**src/rtl/eka_icache.sv**
```systemverilog
// Direct-mapped read-only instruction cache: combinational hits, word-by-word line refill.
// Define EKA_ICACHE_STATS_EN to add the hit_count / miss_count outputs.
module eka_icache #(
  parameter int ADDR_WIDTH     = 32,
  parameter int LINES          = 16,
  parameter int WORDS_PER_LINE = 4
) (
  input  logic                  clk,
  input  logic                  reset,
  input  logic [ADDR_WIDTH-1:0] inst_addr,
  input  logic                  flush,
  output logic [31:0]           instruction,
  output logic                  inst_valid,
  output logic                  mem_req,
  output logic [ADDR_WIDTH-1:0] mem_addr,
  input  logic                  mem_ack,
  input  logic [31:0]           mem_rd_data,
`ifdef EKA_ICACHE_STATS_EN
  output logic [31:0]           hit_count,
  output logic [31:0]           miss_count,
`endif
  output logic                  dbg_state
);

  localparam int OFF_W  = $clog2(WORDS_PER_LINE);
  localparam int IDX_W  = $clog2(LINES);
  localparam int TAG_W  = ADDR_WIDTH - OFF_W - IDX_W - 2;
  localparam int BASE_W = TAG_W + IDX_W;
  localparam logic [31:0] NOP = 32'h0000_0013;

  typedef enum logic {
    IDLE   = 1'b0,
    REFILL = 1'b1
  } state_e;

  state_e                  state_q, state_d;
  logic [LINES-1:0]        valid_q, valid_d;
  logic [TAG_W-1:0]        tag_q  [LINES];
  logic [31:0]             data_q [LINES][WORDS_PER_LINE];
  logic [BASE_W-1:0]       base_q, base_d;
  logic [OFF_W-1:0]        beat_q, beat_d;
  logic                    flush_pend_q, flush_pend_d;
  logic [ADDR_WIDTH-1:0]   mem_addr_q, mem_addr_d;

  logic [OFF_W-1:0]        req_word;
  logic [IDX_W-1:0]        req_idx;
  logic [TAG_W-1:0]        req_tag;
  logic [IDX_W-1:0]        fill_idx;
  logic [ADDR_WIDTH-1:0]   beat_addr;
  logic                    last_beat;
  logic                    hit;
  logic                    miss_ev;
  logic                    fill_we;
  logic                    tag_we;
  logic                    unused_addr_bits;

  assign req_word         = inst_addr[OFF_W+1:2];
  assign req_idx          = inst_addr[OFF_W+2 +: IDX_W];
  assign req_tag          = inst_addr[ADDR_WIDTH-1 -: TAG_W];
  assign unused_addr_bits = ^inst_addr[1:0];
  assign fill_idx         = base_q[IDX_W-1:0];
  assign beat_addr        = {base_q, beat_q, 2'b00};
  assign last_beat        = (beat_q == OFF_W'(WORDS_PER_LINE - 1));
  assign dbg_state        = (state_q == REFILL);

  always_comb begin
    state_d      = state_q;
    valid_d      = valid_q;
    base_d       = base_q;
    beat_d       = beat_q;
    flush_pend_d = flush_pend_q;
    mem_addr_d   = mem_addr_q;
    fill_we      = 1'b0;
    tag_we       = 1'b0;
    hit          = 1'b0;
    miss_ev      = 1'b0;
    inst_valid   = 1'b0;
    instruction  = NOP;
    mem_req      = 1'b0;
    mem_addr     = mem_addr_q;
    case (state_q)
      IDLE: begin
        hit = valid_q[req_idx] && (tag_q[req_idx] == req_tag);
        if (hit) begin
          inst_valid  = 1'b1;
          instruction = data_q[req_idx][req_word];
        end else begin
          miss_ev      = 1'b1;
          state_d      = REFILL;
          base_d       = {req_tag, req_idx};
          beat_d       = '0;
          flush_pend_d = 1'b0;
        end
        // The hit above is still returned; invalidation lands at the edge.
        if (flush) valid_d = '0;
      end
      REFILL: begin
        mem_req    = 1'b1;
        mem_addr   = beat_addr;
        mem_addr_d = beat_addr;
        if (flush) begin
          valid_d      = '0;
          flush_pend_d = 1'b1;
        end
        if (mem_ack) begin
          fill_we = 1'b1;
          beat_d  = beat_q + 1'b1;
          if (last_beat) begin
            // A flush seen at any point of the refill leaves the line invalid.
            tag_we            = 1'b1;
            valid_d[fill_idx] = !flush_pend_q && !flush;
            state_d           = IDLE;
          end
        end
      end
      default: state_d = IDLE;
    endcase
  end

  always_ff @(posedge clk or negedge reset) begin
    if (!reset) begin
      state_q      <= IDLE;
      valid_q      <= '0;
      base_q       <= '0;
      beat_q       <= '0;
      flush_pend_q <= 1'b0;
      mem_addr_q   <= '0;
    end else begin
      state_q      <= state_d;
      valid_q      <= valid_d;
      base_q       <= base_d;
      beat_q       <= beat_d;
      flush_pend_q <= flush_pend_d;
      mem_addr_q   <= mem_addr_d;
    end
  end

  // Tag and data arrays carry no reset; the valid bits guard them.
  always_ff @(posedge clk) begin
    if (fill_we) data_q[fill_idx][beat_q] <= mem_rd_data;
    if (tag_we)  tag_q[fill_idx]          <= base_q[BASE_W-1:IDX_W];
  end

`ifdef EKA_ICACHE_STATS_EN
  logic [31:0] hit_count_q, hit_count_d;
  logic [31:0] miss_count_q, miss_count_d;

  always_comb begin
    hit_count_d  = hit_count_q + 32'(hit);
    miss_count_d = miss_count_q + 32'(miss_ev);
  end

  always_ff @(posedge clk or negedge reset) begin
    if (!reset) begin
      hit_count_q  <= '0;
      miss_count_q <= '0;
    end else begin
      hit_count_q  <= hit_count_d;
      miss_count_q <= miss_count_d;
    end
  end

  assign hit_count  = hit_count_q;
  assign miss_count = miss_count_q;
`endif

endmodule

```
**config.mk**
```make
export PLATFORM = sky130hd
export DESIGN_NAME = eka_icache
export DESIGN_NICKNAME = d
export VERILOG_FILES = /design/src/rtl/eka_icache.sv
export SDC_FILE = /design/constraint.sdc
export NUM_CORES = 2
export LEC_CHECK = 0
export ABC_CLOCK_PERIOD_IN_PS = 4200
export CORE_UTILIZATION = 62
export DETAILED_ROUTE_END_ITERATION = 6
export PLACE_DENSITY = 0.79
export SLEW_MARGIN = 10
export SYNTH_ARGS = -nofsm -noshare
export SYNTH_HDL_FRONTEND = slang
export SYNTH_SLANG_ARGS = --single-unit
```
**constraint.sdc**
```tcl
create_clock -name clk -period 4.2 [get_ports clk]
set_clock_uncertainty 0.05 [all_clocks]
set_input_delay 0.42 -clock clk [delete_from_list [all_inputs] [get_ports clk]]
set_output_delay 0.42 -clock clk [all_outputs]
set_load 0.03 [all_outputs]
```
* After elaboration in Yosys (flattened, before gate mapping)
Memories as Yosys holds them, arrays and structs flattened. Cells that the tools add are included.
Storage, ports and cells: register bits after elaboration 80, RAM bits 2432, input port bits 68, output and inout port bits 67, logic and storage cells 73, memories kept 2
Memory list:
- data_q | depth 16, width 128, read ports 1, clocked after memory_dff 0, write ports 1, line 39 | logic [31:0] data_q [LINES][WORDS_PER_LINE];
- tag_q | depth 16, width 24, read ports 1, clocked after memory_dff 0, write ports 1, line 38 | logic [TAG_W-1:0] tag_q [LINES];
Cells by class: add/subtract/negate cells 1, $lt $le $gt $ge 6, equality and inequality tests 5, multiplexer cells 40, bitwise logic cells 4, reductions and logical operators 9
Operator list (count):
- 32-bit two-way mux | 6
- 128-bit two-way mux | 1
- 32-bit binary-select mux with 2-bit select | 1
- 32-bit demux with 2-bit select | 1
- 16-bit two-way mux | 4
- 16-bit case mux with 2 select lines | 1
- 24-bit equality test | 1
- 1-bit two-way mux | 18
- 16-bit bitwise mux | 1
- 4-bit by 5-bit less-than comparator with 1-bit output, second input constant | 2
- 3-bit greater-or-equal comparator, second input constant | 2
- 2-bit != test, second input constant | 3
- 2-bit NOT with 3-bit output | 2
- 2-bit AND reduction | 3
- 1-bit binary-select mux with 4-bit select | 1
- 1-bit demux with 4-bit select | 1
- 4-bit by 1-bit greater-or-equal comparator with 1-bit output, second input constant | 1
- 1-bit logical AND | 4
- 2-bit two-way mux | 2
- 1-bit case mux with 2 select lines | 2
- 2-bit case mux with 2 select lines | 1
- 3-bit by 1-bit less-than comparator with 1-bit output, second input constant | 1
- 2-bit by 1-bit adder with 2-bit output, second input constant | 1
- 2-bit equality test, second input constant | 1
- 2 further kinds | 4

* Logic depth before layout (Yosys ltp)
depth in word-level cells 8, mapped depth 14, mapped depth without buffers 9

* Least setup slack after synthesis
Ideal clock, no wire load.
kind input to output, from in inst_addr[5], to out instruction[0], arrival 3.188 ns, required time 3.730 ns, path slack 0.542 ns, stages 10, buffers on the path 6, cells stage by stage buf_4 > buf_4 > buf_2 > buf_2 > clkbuf_1 > buf_2 > mux4_2 > mux4_2 > mux4_2 > nand2b_1
On the way: word-level cells in the longest chain between the ends 6, elaborated cells on any way between the ends 11, those cells by class eq/ne (1); mux (7); reduce/logical (1); memory (2)
RTL lines:
- from (decl) | line 10 | input logic [ADDR_WIDTH-1:0] inst_addr,
- memory 16 x 128 bit
- 32-bit binary-select mux with 2-bit select | line 86 | instruction = data_q[req_idx][req_word];
- 32-bit two-way mux (implied by the code) (2 in series) | line 86
- 32-bit two-way mux (*) | line 84 | if (hit) begin
- 32-bit two-way mux (*) | line 81 | case (state_q)
- to (decl) | line 12 | output logic [31:0] instruction,
Mark *: on every way between the ends. The rest lies on a longest branch, timed or not. The select of a mux whose other input is x is not followed.

* Worst setup path in the final report
from mem tag_q[13][3] (netlist name), to out instruction[16]
On the way: word-level cells in the longest chain between the ends 5
RTL lines:
- from (decl) | line 38
- memory 16 x 24 bit
- 24-bit equality test | line 83 | hit = valid_q[req_idx] && (tag_q[req_idx] == req_tag);
- 1-bit logical AND | line 83
- 32-bit two-way mux | line 84
- 32-bit two-way mux | line 81
Every way passes these cells.

==> metrics <==
status complete, but fails checks; failing checks design-rule violations, negative setup slack; Core Box Area 0.154 mm^2; first-pass GRT wire length 380,000 um; Die X-Extent 397 um; most common cell after layout, fill and taps aside edfxtp_1; CP Capture Type output pin; setup tns final -7540 ps; vias in the first global route 49,900; DRT antenna net count 0; Vias 48,700; Post-synth EDFFs 2,432; TritonCTS clock tree built; Total Wirelength roughly 280,000 um; total number of yosys warnings 0; Final Slew Violations 0; Setup-failing EPs final 33; Final Hold Fails 0; most frequent cells in the layout 2,432 x edfxtp_1, 747 x mux4_2, 235 x clkbuf_16; area delta synth->final 14.5%; largest net degree at the start of global routing 72; non-filler cells, final 6,619; compound-gate portion of the synthesized area 0.00656; GRT overflow 0; Post-Synthesis Cells 3,981; CTS Sinks 2,512; Util after Layout 0.717; die area between 0.15 and 0.2 mm^2; layout cells sized above 1 0.343; Inst Count DP around 6,000; Max-Cap Viols 0; largest family of logic cells by synthesized area multiplexers; post-route setup slack -282 ps; RSZ-0062 raised after global routing true; Clk Latency, worst-skew pair 870 ps; HP Class in2async; Relative slew margins 0.153; initial antenna violation count 26; Data arrival, critical path 4010 ps; fmax ~220 MHz; fin crit share 1.07; Data required, critical path 3730 ps; Vias/cell 7.35; Simple-Gate Fraction of Synth Area 0.0115; die height 397 um; adder and majority gate portion of the synthesized area 0.000517; Clk pin slew, worst setup/hold paths ~60 ps; minimum clock period 4480 ps; WS Path Type reg2out; H-tree levels 4; Layout Nets 4,437; CTS root buffer clkbuf_16; FF+latch count, synth 2,512; CP startpoint kind register; Final HPWL DP between 100,000 and 150,000 um; port bufs 132; pin slew with the least headroom to its limit roughly 1300 ps; GRT Resource Usage Total 0.352; Synth cell types 55; 1st-iter DRT viols 8,134; initial core utilization 0.626; WL per Instance around 42 um; Peak VDD IR between 0.5 and 0.6 mV; row count around 140; Synth Cell Area 0.0967 mm^2; Pre-antenna DRT Iters 7; async set-or-reset flop fraction in the synthesized netlist 0.0318; sequential share of the synthesized area 0.776; CP max FO 5; Placer Congestion 0.795; multiplexer fraction of the synthesized cell area 0.191; PwrDens 514 mW/mm^2; P_leak 0.0350 uW; Main synth FF type edfxtp_1; CTS max path bufs 3; post-synthesis area per instance 24.3 um^2; drc violations 14; CTS Buf Count roughly 230; Syn Nets 4,053; r2r setup slk ~750 ps; Synth Area in XOR/XNOR 0.00326; top-level port count 135
==> layout make-up <==
type	instances	area, um^2
Tap cell	2044	2560
Sequential cell	2512	75000
Timing Repair Buffer	368	4320
Clock buffer	292	6100
Multi-Input combinational cell	1248	21300
Clock inverter	137	1380
Inverter	7	42.5
Fill cell	7900	43700
Antenna cell	11	27.5
==> synthesized netlist by cell type (15+ instances only) <==
master | instances | area, um^2
nor2_1 | 91 | 342
buf_4 | 25 | 188
clkbuf_1 | 67 | 251
mux2i_1 | 79 | 791
edfxtp_1 | 2432 | 73000
mux2_4 | 20 | 300
and2_1 | 31 | 194
nand2_1 | 21 | 78.8
nand3_1 | 19 | 95.1
buf_1 | 30 | 113
buf_2 | 76 | 380
dfrtp_1 | 80 | 2000
mux4_2 | 747 | 16800
xor2_1 | 19 | 166
buf_6 | 16 | 180
mux2_2 | 46 | 518
or3_1 | 15 | 93.8
nor2b_1 | 16 | 100
a21oi_1 | 20 | 100
o21ai_0 | 22 | 110
xnor2_1 | 17 | 149
==> metal layers <==
metal | routed length (um) | up-vias | GRT usage
met4 | 16800 | 12 | 0.181
li1 | - | 17900 | -
met1 | 88100 | 25400 | 0.452
met2 | 136000 | 4463 | 0.568
met5 | 126 | - | 0.00242
met3 | 34400 | 918 | 0.0848
==> state kept, by name, indices dropped and copies added (netlist names) <==
signal        cells
mem_addr_q       32
base_q           28
beat_q            2
flush_pend_q      1
valid_q          16
data_q         2048
dbg_state         1
tag_q           384
==> worst paths after layout <==
path,from,endpoint,cells past startpoint
setup reg to reg,tag_q[15][20],base_q[27],10
setup / recovery,tag_q[13][3],instruction[16],11
hold reg to reg,mem_addr_q[25],mem_addr_q[25],1
hold / removal,reset,mem_addr_q[10],2
max in group asynchronous,reset,mem_addr_q[11],3
min in group clk,inst_addr[22],base_q[18],2
==> repair_timing <==
item	in CTS	in global routing
endpoints found under the setup margin	33	33
hold buffers	1	0
buffers inserted	0	1
endpoints found under the hold margin	49	0
pin swaps	3	2
gates resized for setup	40	12
gates cloned	2	1
==> per-stage QoR <==
step                      power (uW)  cell area [um^2]  setup WS (ps)  hold slack, ps
final                          57000            111000           -282            86.1
after global routing           58000            111000           -343             162
after CTS                      56900            111000           -356            94.8
after detailed placement       35900            103000           17.2             433
after global placement         35600            103000           97.3             428
after floorplan                33200             96700            542            74.4
==> power breakdown <==
part           leakage, uW  switching, uW  internal [uW]
Clock              0.00361           9620          11700
Sequential          0.0228            983          29200
Combinational      0.00851           3410           2110
Total               0.0350          14000          42900
==> cell families (layout without fill, tap and decap cells) <==
group / Yosys count / in the layout
AO/OA/AOI/OAI: 92 / 92
XOR/XNOR: 36 / 36
adder cells (fa/ha/maj): 4 / 4
buffers and inverters: 221 / 804
flip-flops: 2512 / 2512
multiplexers: 892 / 892
other: 0 / 11
AND/OR/NAND/NOR: 224 / 224
==> worst max-delay path, cell delays in order (launching register included) <==
cell	delay, ps
edfxtp_1	390
mux4_2	490
mux2i_1	180
mux2i_1	270
nand4_1	180
a222oi_1	430
and4b_2	370
nand3_4	160
inv_16	190
buf_16	190
and2_4	180
buf_12	110
Note: power is estimated with default switching activity, not from simulation.
